[config.mk]
export PLATFORM = sky130hd
export DESIGN_NAME = zeroriscy_dmem_arb
export DESIGN_NICKNAME = d
export VERILOG_FILES = /design/src/rtl/zeroriscy_dmem_pkg.sv /design/src/rtl/zeroriscy_dmem_rr.sv /design/src/rtl/zeroriscy_dmem_arb.sv
export SDC_FILE = /design/constraint.sdc
export NUM_CORES = 1
export LEC_CHECK = 0
export BUFFER_PORTS_ARGS = -buffer_cell sky130_fd_sc_hd__buf_2
export CAP_MARGIN = 10
export CELL_PAD_IN_SITES_DETAIL_PLACEMENT = 1
export CELL_PAD_IN_SITES_GLOBAL_PLACEMENT = 1
export CORE_MARGIN = 3
export CORE_UTILIZATION = 26
export CTS_CLUSTER_DIAMETER = 100
export DETAILED_ROUTE_END_ITERATION = 8
export PLACE_DENSITY_LB_ADDON = 0.1
export SYNTH_ARGS = -nofsm -noshare
export SYNTH_HDL_FRONTEND = slang
export SYNTH_HIERARCHICAL = 1
export SYNTH_SLANG_ARGS = --single-unit
export TNS_END_PERCENT = 10
[constraint.sdc]
create_clock -name clk -period 1.9 [get_ports clk]
set_input_delay 0.38 -clock clk [delete_from_list [all_inputs] [get_ports clk]]
set_output_delay 0.38 -clock clk [all_outputs]
set_load 0.02 [all_outputs]
[src/rtl/zeroriscy_dmem_pkg.sv]
// zeroriscy_dmem_pkg: shared types and owner encodings for the data-memory arbiter
package zeroriscy_dmem_pkg;
  localparam int PKG_ADDR_W = 32;
  localparam int PKG_DATA_W = 32;
  localparam logic M0 = 1'b0;
  localparam logic M1 = 1'b1;
  typedef enum logic {ARB, LOCK} arb_state_e;
  typedef struct packed {
    logic                    we;
    logic [PKG_DATA_W/8-1:0] be;
    logic [PKG_ADDR_W-1:0]   addr;
    logic [PKG_DATA_W-1:0]   wdata;
  } mem_req_t;
endpackage

[src/rtl/zeroriscy_dmem_rr.sv]
// zeroriscy_dmem_rr: two-input round-robin picker with master-0 mask and forced favour-m0
module zeroriscy_dmem_rr
  import zeroriscy_dmem_pkg::*;
(
  input  logic       clk,
  input  logic       reset,
  input  logic [1:0] req,
  input  logic       mask,
  input  logic       favour_m0,
  output logic [1:0] gnt
);
  logic       prio;
  logic [1:0] eff;
  always_comb begin
    eff    = reset ? 2'b00 : {req[1], req[0] & ~mask};
    gnt[0] = eff[0] & (~eff[1] | (prio == M0));
    gnt[1] = eff[1] & (~eff[0] | (prio == M1));
  end
  always_ff @(posedge clk) begin
    if (reset) prio <= M0;
    else if (favour_m0) prio <= M0;
    else if (|gnt) prio <= gnt[0] ? M1 : M0;
  end
endmodule

[src/rtl/zeroriscy_dmem_arb.sv]
// zeroriscy_dmem_arb: two-master req/gnt/rvalid arbiter onto a single-port data SRAM
module zeroriscy_dmem_arb
  import zeroriscy_dmem_pkg::*;
#(
  parameter int ADDR_W   = 18,
  parameter int DATA_W   = 32,
  parameter int LOCK_MAX = 256
) (
  input  logic                clk,
  input  logic                reset,
  input  logic                m0_req_i,
  input  logic [31:0]         m0_addr_i,
  input  logic                m0_we_i,
  input  logic [DATA_W/8-1:0] m0_be_i,
  input  logic [DATA_W-1:0]   m0_wdata_i,
  output logic                m0_gnt_o,
  output logic                m0_rvalid_o,
  output logic [DATA_W-1:0]   m0_rdata_o,
  input  logic                m1_req_i,
  input  logic [31:0]         m1_addr_i,
  input  logic                m1_we_i,
  input  logic [DATA_W/8-1:0] m1_be_i,
  input  logic [DATA_W-1:0]   m1_wdata_i,
  input  logic                m1_lock_i,
  output logic                m1_gnt_o,
  output logic                m1_rvalid_o,
  output logic [DATA_W-1:0]   m1_rdata_o,
  output logic                mem_en_o,
  output logic                mem_we_o,
  output logic [DATA_W/8-1:0] mem_be_o,
  output logic [ADDR_W-3:0]   mem_addr_o,
  output logic [DATA_W-1:0]   mem_wdata_o,
  input  logic [DATA_W-1:0]   mem_rdata_i
);
  localparam int CW = $clog2(LOCK_MAX);
  arb_state_e        state;
  logic [CW-1:0]     cnt;
  logic              pend, owner, lock_last, unused_addr;
  logic [1:0]        gnt;
  logic [DATA_W-1:0] rdata0_q, rdata1_q;
  mem_req_t          sel;
  zeroriscy_dmem_rr u_rr (
    .clk       (clk),
    .reset     (reset),
    .req       ({m1_req_i, m0_req_i}),
    .mask      (state == LOCK),
    .favour_m0 (lock_last),
    .gnt       (gnt)
  );
  assign lock_last = (state == LOCK) && gnt[1] && (cnt == CW'(LOCK_MAX - 1));
  assign m0_gnt_o = gnt[0];
  assign m1_gnt_o = gnt[1];
  assign mem_en_o = |gnt;
  always_comb begin
    sel = gnt[1] ? mem_req_t'{m1_we_i, m1_be_i, m1_addr_i, m1_wdata_i}
                 : mem_req_t'{m0_we_i, m0_be_i, m0_addr_i, m0_wdata_i};
    mem_we_o    = sel.we;
    mem_be_o    = sel.be;
    mem_addr_o  = sel.addr[ADDR_W-1:2];
    mem_wdata_o = sel.wdata;
    unused_addr = ^{sel.addr[PKG_ADDR_W-1:ADDR_W], sel.addr[1:0]};
  end
  assign m0_rvalid_o = ~reset & pend & (owner == M0);
  assign m1_rvalid_o = ~reset & pend & (owner == M1);
  assign m0_rdata_o  = reset ? '0 : m0_rvalid_o ? mem_rdata_i : rdata0_q;
  assign m1_rdata_o  = reset ? '0 : m1_rvalid_o ? mem_rdata_i : rdata1_q;
  always_ff @(posedge clk) begin
    if (reset) begin
      state    <= ARB;
      cnt      <= '0;
      pend     <= 1'b0;
      owner    <= M0;
      rdata0_q <= '0;
      rdata1_q <= '0;
    end else begin
      pend <= |gnt;
      if (|gnt) owner <= gnt[1] ? M1 : M0;
      if (m0_rvalid_o) rdata0_q <= mem_rdata_i;
      if (m1_rvalid_o) rdata1_q <= mem_rdata_i;
      if (state == ARB) begin
        if (gnt[1] && m1_lock_i) begin
          state <= LOCK;
          cnt   <= '0;
        end
      end else begin
        if (gnt[1]) cnt <= cnt + 1'b1;
        if (!m1_lock_i || lock_last) state <= ARB;
      end
    end
  end
endmodule

# --- Word level (Yosys, flattened, before mapping) ---
# Index checks and enable logic that the tools add are counted.
# Widths: inputs -> output; s select.
classes:
  add_sub_neg: 1
  bitwise_logic: 14
  n_reduce_logical: 9
  muxes: 14
  n_eq_ne: 2
op_table:
  columns: ["op", "n"]
  rows:
  - ["$mux 32", 4]
  - ["$mux 69", 1]
  - ["$mux 8", 3]
  - ["$add 8x1->8 const B", 1]
  - ["$eq 8x8->1 const B", 1]
  - ["$and 1x1->1", 6]
  - ["$not 1->1", 6]
  - ["$mux 1", 5]
  - ["$reduce_or 2->1", 2]
  - ["$logic_and 1x1->1", 3]
  - ["$mux 2", 1]
  - ["$ne 2x2->1 const B", 1]
  - ["$or 1x1->1", 2]
  - ["$reduce_and 2->1", 1]
  - ["$reduce_bool 2->1", 1]
  - ["$logic_not 1->1", 1]
  - ["$logic_or 1x1->1", 1]
word_totals:
  reg_bits: 76
  wordCells: 47
  out_inout_bits: 122
  inputBits: 175

# --- Depth between registers and ports, before layout ---
# Gate-level depths: netlist of run 1.
depth:
  ltp_word: 11
  ltp_mapped: 8
  mapped_depth_nobuf: 6

# --- Modules after synthesis ---
# The synthesis of run 1 kept the hierarchy.
by_module_without_submodules:
  columns: ["module", "area_per_inst_um2", "cells_per_inst", "instances", "seq_area_each_um2"]
  rows:
  - ["zeroriscy_dmem_arb", 3522.1, 399, 1, 1501.4]
  - ["zeroriscy_dmem_rr", 76.3, 8, 1, 20.0]

# --- Least setup slack after synthesis of run 1 ---
# Ideal clock, no wire load.
synth_path:
  path_kind: "input-to-output"
  from: "in m0_req_i"
  to: "out mem_addr_o[0]"
  path_buffers: 2
  slack_ns: -0.467
  stages: 5
  t_arrival_ns: 1.987
  required_ns: 1.520
  cell_sequence: "nor3b_2 > nor3b_1 > buf_6 > buf_2 > mux2_2"
synth_between:
  elab_chain_len: 6
synth_lines:
  columns: ["element", "line_no", "text"]
  rows:
  - ["start: declaration", "zeroriscy_dmem_arb.sv:11", "input logic m0_req_i,"]
  - ["$and 1x1->1", "zeroriscy_dmem_rr.sv:15", "eff = reset ? 2'b00 : {req[1], req[0] & ~mask};"]
  - ["$mux 2", "zeroriscy_dmem_rr.sv:15", null]
  - ["$not 1->1", "zeroriscy_dmem_rr.sv:17", "gnt[1] = eff[1] & (~eff[0] | (prio == M1));"]
  - ["$or 1x1->1", "zeroriscy_dmem_rr.sv:17", null]
  - ["$and 1x1->1", "zeroriscy_dmem_rr.sv:17", null]
  - ["net m1_gnt_o", "zeroriscy_dmem_arb.sv:25", "output logic m1_gnt_o,"]
  - ["$mux 69", "zeroriscy_dmem_arb.sv:55", "sel = gnt[1] ? mem_req_t'{m1_we_i, m1_be_i, m1_addr_i, m1_wdata_i}"]
  - ["end: declaration", "zeroriscy_dmem_arb.sv:31", "output logic [ADDR_W-3:0] mem_addr_o,"]
# The timed path passes the listed nets, and every way through them passes these cells.

# --- Worst setup path in the final report of run 1 ---
layout_path:
  from: "reg state"
  to: "out mem_addr_o[14]"
layout_between:
  elab_chain_len: 7
layout_lines:
  columns: ["element", "line_no", "text"]
  rows:
  - ["start: declaration", "zeroriscy_dmem_arb.sv:36", "arb_state_e state;"]
  - ["start signal: assignment", "zeroriscy_dmem_arb.sv:69", "state <= ARB;"]
  - ["start signal: assignment", "zeroriscy_dmem_arb.sv:82", "state <= LOCK;"]
  - ["start signal: assignment", "zeroriscy_dmem_arb.sv:87", "if (!m1_lock_i || lock_last) state <= ARB;"]
  - ["$not 1->1", null, null]
  - ["$and 1x1->1", "zeroriscy_dmem_rr.sv:15", null]
  - ["$mux 2", "zeroriscy_dmem_rr.sv:15", null]
  - ["$not 1->1", "zeroriscy_dmem_rr.sv:17", null]
  - ["$or 1x1->1", "zeroriscy_dmem_rr.sv:17", null]
  - ["$and 1x1->1", "zeroriscy_dmem_rr.sv:17", null]
  - ["$mux 69", "zeroriscy_dmem_arb.sv:55", null]
# No other way between the ends.

==> metrics.log, run 1 <==
INFO  metric run_status = finished with violations
INFO  metric violations = negative setup slack
INFO  metric power.leakage = roughly 2.9 nW
INFO  metric timing.final.crit_share = 1.14
INFO  metric antenna-diode-count = 0
INFO  metric clock_sinks = 76
INFO  metric synthCells = about 410
INFO  metric drt_pre_antenna_iters = 4
INFO  metric reg2reg_setup_slack = 0.09 ns
INFO  metric end_kind = primary output
INFO  metric h-tree-depth = 3
INFO  metric drv_cap = 0
INFO  metric grt_antenna_before_repair = 2
INFO  metric fin_util = 0.437
INFO  metric syn_area = 3600 um^2
INFO  metric synth_seq_area_share = 0.423
INFO  metric power_density = 706 nW/um^2
INFO  metric ctsRootBufferMaster = sky130_fd_sc_hd__clkbuf_16
INFO  metric layout_min_cycle_time = 2.17 ns
INFO  metric start_util = 0.269
INFO  metric grt_setup_unrepaired = true
INFO  metric totalNegativeSetupSlack = -15.12 ns
INFO  metric multiInputGateArea = approximately 2000 um^2
INFO  metric clkTransAtPathRegs = 0.06 ns
INFO  metric drt-initial-drc-count = 88
INFO  metric endpoint = mem_addr_o[14]
INFO  metric setup_ws = -0.267 ns
INFO  metric floorplan.die.height = 124 um
INFO  metric clock_tree_buf_depth = 2
INFO  metric r2r-start = state
INFO  metric net_count_synth = 583
INFO  metric core_area = 13400 um^2
INFO  metric fp.dieArea = 15300 um^2
INFO  metric gp_congestion = 0.757
INFO  metric synth_cell_type_count = 36
INFO  metric insertion_delay_to_the_later_sink_of_the_worst_skew_pair = ~0.33 ns
INFO  metric drc = 0
INFO  metric grt_first_pass_wirelength = 20300 um
INFO  metric cp_max_fo = 15
INFO  metric crit_path_start_kind = register
INFO  metric hold_viol_final = 0
INFO  metric worstSetupPathType = register to primary output
INFO  metric pin_count_of_the_biggest_net_entering_global_routing = 52
INFO  metric number_of_enable_type_register_cells_in_the_synthesized_netlist = 0
INFO  metric finalNonFillerCells = 859
INFO  metric grt_util_all_layers = 0.173
INFO  metric via_count = 3909
INFO  metric setup.worst_path.start = state
INFO  metric hold_path.class = input port to register
INFO  metric regArea = 1530 um^2
INFO  metric numCtsBuffers = 9
INFO  metric fillerInstances = 1648
INFO  metric r2r_end = cnt[3]
INFO  metric report.final.slew_viol_count = 0
INFO  metric routed_via_density = approximately 4.6
INFO  metric vias_in_the_first_global_route = approximately 4000
INFO  metric ir_drop = roughly 0.42 mV
INFO  metric post_cts_hold_buffer_count = 0
INFO  metric final_nets = 855
INFO  metric floorplan.rows = 42
INFO  metric tightestPinTransition = 0.417 ns
INFO  metric io_buffer_count = between 200 and 300
INFO  metric ys_dominant_reg_cell = sky130_fd_sc_hd__dfxtp_1
INFO  metric cts_tree = done
INFO  metric placed_cells_incl_taps = 838
INFO  metric worstPathRequired = 1.52 ns
INFO  metric fmaxAchievable = between 400 and 500 MHz
INFO  metric antenna_violating_nets_post_route = 0
INFO  metric layout_skew = roughly 0.0044 ns
INFO  metric wl_per_cell = 16.9 um
INFO  metric area_growth = 62.8%
INFO  metric report.final.setup_viol = 87
INFO  metric io-pin-count = 297
INFO  metric globalRouteOverflowTotal = 0
INFO  metric async_flop_share = 0
INFO  metric dp_hpwl = 10500 um
INFO  metric routed_wl = 14500 um
INFO  metric yosys_warnings = 6
INFO  metric ys_seq_elements = 76
INFO  metric timing.max_slew.rel_slack = 0.722
INFO  metric r2r_cells = 8
INFO  metric drive_above_1_share = 0.545
INFO  metric arrival_time_at_the_worst_endpoint = 1.79 ns
INFO  metric chip_width = between 100 and 150 um
INFO  metric synth_area_per_cell = 8.84 um^2
layout make-up:
class                   count  share of cell area
well taps                 176              0.0376
clock buffers              13              0.0444
multi-input cells         298               0.344
repair buffers            290               0.309
clock inverters             2             0.00171
inverters                   4             0.00256
flip-flops and latches     76               0.260
report_power, final:
part | switching [W] | internal (W) | total (W)
Sequential | 0.0000158 | 0.00164 | 0.00166
Clock | 0.000615 | 0.000944 | 0.00156
Combinational | 0.000466 | 0.000453 | 0.000919
Total | 0.00110 | 0.00304 | 0.00414
sequential cells by signal, summed over array words and instances, names as in the netlist:
| signal | count |
|---|---|
| pend | 1 |
| u_rr/prio | 1 |
| cnt | 8 |
| rdata1_q | 32 |
| owner | 1 |
| state | 1 |
| rdata0_q | 32 |
through the flow:
step	power [W]	hold slack, ns	cell area (um^2)	worst slack, ns
after floorplan	0.00213	0.441	3640	-0.0781
after global placement	0.00247	0.459	5210	-0.214
after detailed placement	0.00249	0.461	5210	-0.257
after CTS	0.00417	0.262	5780	-0.258
after global routing	0.00433	0.274	5860	-0.330
final	0.00414	0.271	5860	-0.267
synthesized netlist by cell type, drive strengths merged (2+ instances only):
cell,number,area share
nand2,100,0.11
dfxtp,76,0.42
mux2,55,0.17
nand3b,35,0.073
o21ai,34,0.047
nand2b,32,0.056
buf,19,0.031
clkbuf,10,0.011
nor2,10,0.010
inv,4,0.0042
nand3,4,0.0070
a21oi,3,0.0042
nor2b,3,0.0052
nor3b,3,0.0076
or3,3,0.0056
a22oi,2,0.0042
nand4,2,0.0035
layer usage:
metal	GRT usage	wire length, um	vias to the layer above
li1	-	-	1911
met1	0.182	5380	1833
met2	0.330	7720	143
met3	0.0459	1150	18
met4	0.0588	203	4
met5	0	28	-
critical path: stages (launching register included):
cell,delay [ns]
sky130_fd_sc_hd__dfxtp_2,0.35
sky130_fd_sc_hd__nor3b_4,0.06
sky130_fd_sc_hd__nor3b_4,0.21
sky130_fd_sc_hd__buf_6,0.16
sky130_fd_sc_hd__buf_16,0.16
sky130_fd_sc_hd__mux2_2,0.35
sky130_fd_sc_hd__buf_2,0.17
timing repair:
item	4_1_cts	5_1_grt
setup buffers	3	0
endpoints found under the setup margin	112	122
cloned	3	0
pin swaps	4	1
gates resized for setup	63	24
kinds of logic after synthesis:
family,Yosys count,synth area share
AO/OA/AOI/OAI,45,0.0702
buffers and inverters,33,0.0459
adder cells (fa/ha/maj),1,0.00348
AND/OR/NAND/NOR,197,0.285
flip-flops,76,0.423
multiplexers,55,0.172
how the worst min path moves through the flow:
stage | from | to | slack (ns) | cells after the start
final | mem_rdata_i[11] | rdata1_q[11] | 0.27 | 3
after global routing | mem_rdata_i[2] | rdata1_q[2] | 0.27 | 3
after CTS | mem_rdata_i[23] | rdata1_q[23] | 0.26 | 3
after detailed placement | rdata1_q[29] | rdata1_q[29] | 0.46 | 2
after global placement | rdata1_q[18] | rdata1_q[18] | 0.46 | 2
after floorplan | cnt[7] | cnt[7] | 0.44 | 1
layout by cell type, fill, tap and decap left out, types with 4 or more instances in the layout:
| master | instances |
|---|---|
| sky130_fd_sc_hd__nand3b_1 | 35 |
| sky130_fd_sc_hd__inv_1 | 4 |
| sky130_fd_sc_hd__mux2_2 | 40 |
| sky130_fd_sc_hd__nand2b_1 | 32 |
| sky130_fd_sc_hd__buf_4 | 26 |
| sky130_fd_sc_hd__nor2_1 | 10 |
| sky130_fd_sc_hd__clkbuf_16 | 9 |
| sky130_fd_sc_hd__buf_2 | 229 |
| sky130_fd_sc_hd__buf_6 | 29 |
| sky130_fd_sc_hd__o21ai_0 | 33 |
| sky130_fd_sc_hd__mux2_4 | 15 |
| sky130_fd_sc_hd__dfxtp_1 | 73 |
| sky130_fd_sc_hd__nand2_1 | 99 |
Power figures use the tool's default switching activity.
==> run 2, diff against run 1 <==
--- a/config.mk
+++ b/config.mk
@@ -14,6 +14,8 @@
 export CTS_CLUSTER_DIAMETER = 100
 export DETAILED_ROUTE_END_ITERATION = 8
 export PLACE_DENSITY_LB_ADDON = 0.1
+export SETUP_SLACK_MARGIN = 0.1
+export SLEW_MARGIN = 10
 export SYNTH_ARGS = -nofsm -noshare
 export SYNTH_HDL_FRONTEND = slang
 export SYNTH_HIERARCHICAL = 1
==> metrics.log, run 2 (synthesis gave the netlist of run 1 again) <==
INFO  metric pin_count_of_the_biggest_net_entering_global_routing = 52
INFO  metric antenna_violating_nets_post_route = 0
INFO  metric multiInputGateArea = about 2000 um^2
INFO  metric fp.dieArea = 15300 um^2
INFO  metric grt_first_pass_wirelength = 20400 um
INFO  metric numCtsBuffers = 9
INFO  metric core_area = 13400 um^2
INFO  metric final_nets = about 860
INFO  metric worstSetupPathType = register to primary output
INFO  metric end_kind = primary output
INFO  metric hold_path.class = input port to register
INFO  metric drv_cap = 0
INFO  metric dp_hpwl = 10500 um
INFO  metric power.leakage = 2.89 nW
INFO  metric io_buffer_count = 264
INFO  metric crit_path_start_kind = register
INFO  metric antenna-diode-count = 0
INFO  metric layout_min_cycle_time = 2.16 ns
INFO  metric placed_cells_incl_taps = 838
INFO  metric gp_congestion = 0.757
INFO  metric hold_viol_final = 0
INFO  metric arrival_time_at_the_worst_endpoint = between 1.5 and 2 ns
INFO  metric cts_tree = done
INFO  metric mostFrequentLayoutCells = 229 x sky130_fd_sc_hd__buf_2, 99 x sky130_fd_sc_hd__nand2_1, 73 x sky130_fd_sc_hd__dfxtp_1
INFO  metric globalRouteOverflowTotal = 0
INFO  metric drt-initial-drc-count = 100
INFO  metric drive_above_1_share = 0.546
INFO  metric insertion_delay_to_the_later_sink_of_the_worst_skew_pair = ~0.33 ns
INFO  metric most_common_cell_after_layout_fill_and_taps_aside = sky130_fd_sc_hd__buf_2
INFO  metric drc = 0
INFO  metric grt_util_all_layers = 0.174
INFO  metric layout_skew = 0.00451 ns
INFO  metric clkTransAtPathRegs = 0.06 ns
INFO  metric timing.max_slew.rel_slack = 0.721
INFO  metric routed_wl = approximately 15000 um
INFO  metric ctsRootBufferMaster = sky130_fd_sc_hd__clkbuf_16
INFO  metric reg2reg_setup_slack = 0.09 ns
INFO  metric grt_antenna_before_repair = 2
INFO  metric h-tree-depth = 3
INFO  metric placedInstanceArea = approximately 5200 um^2
INFO  metric ir_drop = 0.416 mV
INFO  metric reg.largest.list = rdata0_q: 32 flops, rdata1_q: 32 flops, cnt: 8 flops
INFO  metric timing.final.crit_share = 1.14
INFO  metric drt_pre_antenna_iters = 4
INFO  metric routed_via_density = roughly 4.5
INFO  metric area_growth = 63.0%
INFO  metric tightestPinTransition = ~0.42 ns
INFO  metric fillerInstances = 1649
INFO  metric totalNegativeSetupSlack = -15.07 ns
INFO  metric fmaxAchievable = 462 MHz
INFO  metric violations = negative setup slack
INFO  metric chip_width = 124 um
INFO  metric io-pin-count = around 300
INFO  metric via_count = a little under 4000
INFO  metric report.final.slew_viol_count = 0
INFO  metric power_density = about 700 nW/um^2
INFO  metric report.final.setup_viol = 87
INFO  metric cp_max_fo = 14
INFO  metric setup.worst_path.start = state
INFO  metric floorplan.die.height = between 100 and 150 um
INFO  metric totalPowerFinal = 0.00414 W
INFO  metric regArea = 1530 um^2
INFO  metric finalNonFillerCells = 859
INFO  metric fin_area = 5860 um^2
INFO  metric floorplan.rows = between 40 and 50
INFO  metric clock_sinks = 76
INFO  metric run_status = finished with violations
INFO  metric min_delay_startpoint = mem_rdata_i[11]
INFO  metric worstPathRequired = 1.52 ns
INFO  metric start_util = 0.269
INFO  metric setup_ws = -0.263 ns
INFO  metric r2r-start = state
INFO  metric vias_in_the_first_global_route = just under 4000
INFO  metric clock_tree_buf_depth = 2
INFO  metric grt_setup_unrepaired = true
INFO  metric wl_per_cell = 16.9 um
[run 2: cell counts in the layout (fill, tap and decap cells not counted)]
Identical to the previous run, type by type.
[run 2: final timing paths]
path,end,cells after the start
max,mem_wdata_o[15],6
min,rdata1_q[11],3
max reg2reg,cnt[7],9
min reg2reg,rdata1_q[2],2
[run 2: stage by stage]
stage                     hold WS [ns]  setup slack [ns]  utilization
after floorplan                  0.441           -0.0781            -
after global placement           0.459            -0.214        0.389
after detailed placement         0.461            -0.257        0.389
after CTS                        0.262            -0.258        0.432
after global routing             0.274            -0.330        0.438
final                            0.271            -0.263        0.438
[run 2: metal layers]
layer  share of wire  track usage
met5          0.0019            0
met3           0.081       0.0459
met1            0.37        0.183
met2            0.53        0.330
met4           0.012       0.0588
[run 2: report_power, final]
part	internal (W)	leakage [nW]	total, W	switching, W
Combinational	0.000454	2.14	0.000920	0.000466
Sequential	0.00164	0.617	0.00166	0.0000158
Clock	0.000945	0.135	0.00156	0.000617
Total	0.00304	2.89	0.00414	0.00110
[run 2: final cells by class]
| type | instances | share of cell area |
|---|---|---|
| flip-flops and latches | 76 | 0.260 |
| multi-input cells | 298 | 0.344 |
| clock buffers | 13 | 0.0444 |
| clock inverters | 2 | 0.00171 |
| well taps | 176 | 0.0376 |
| repair buffers | 290 | 0.309 |
| inverters | 4 | 0.00256 |
[run 2: what timing repair did]
| item | 4_1_cts | 5_1_grt |
|---|---|---|
| gates resized for setup | 66 | 23 |
| hold buffers | 0 | 0 |
| pin swaps | 5 | 3 |
| cloned | 3 | 0 |
| setup buffers | 3 | 0 |
| setup endpoints to repair | 129 | 130 |
[run 2: worst max-delay path: stages (launching register included)]
cell and delay, ns:
sky130_fd_sc_hd__dfxtp_2 0.35, sky130_fd_sc_hd__nor3b_4 0.06, sky130_fd_sc_hd__nor3b_4 0.21, sky130_fd_sc_hd__buf_6 0.16
sky130_fd_sc_hd__buf_16 0.16, sky130_fd_sc_hd__mux2_2 0.35, sky130_fd_sc_hd__buf_4 0.16
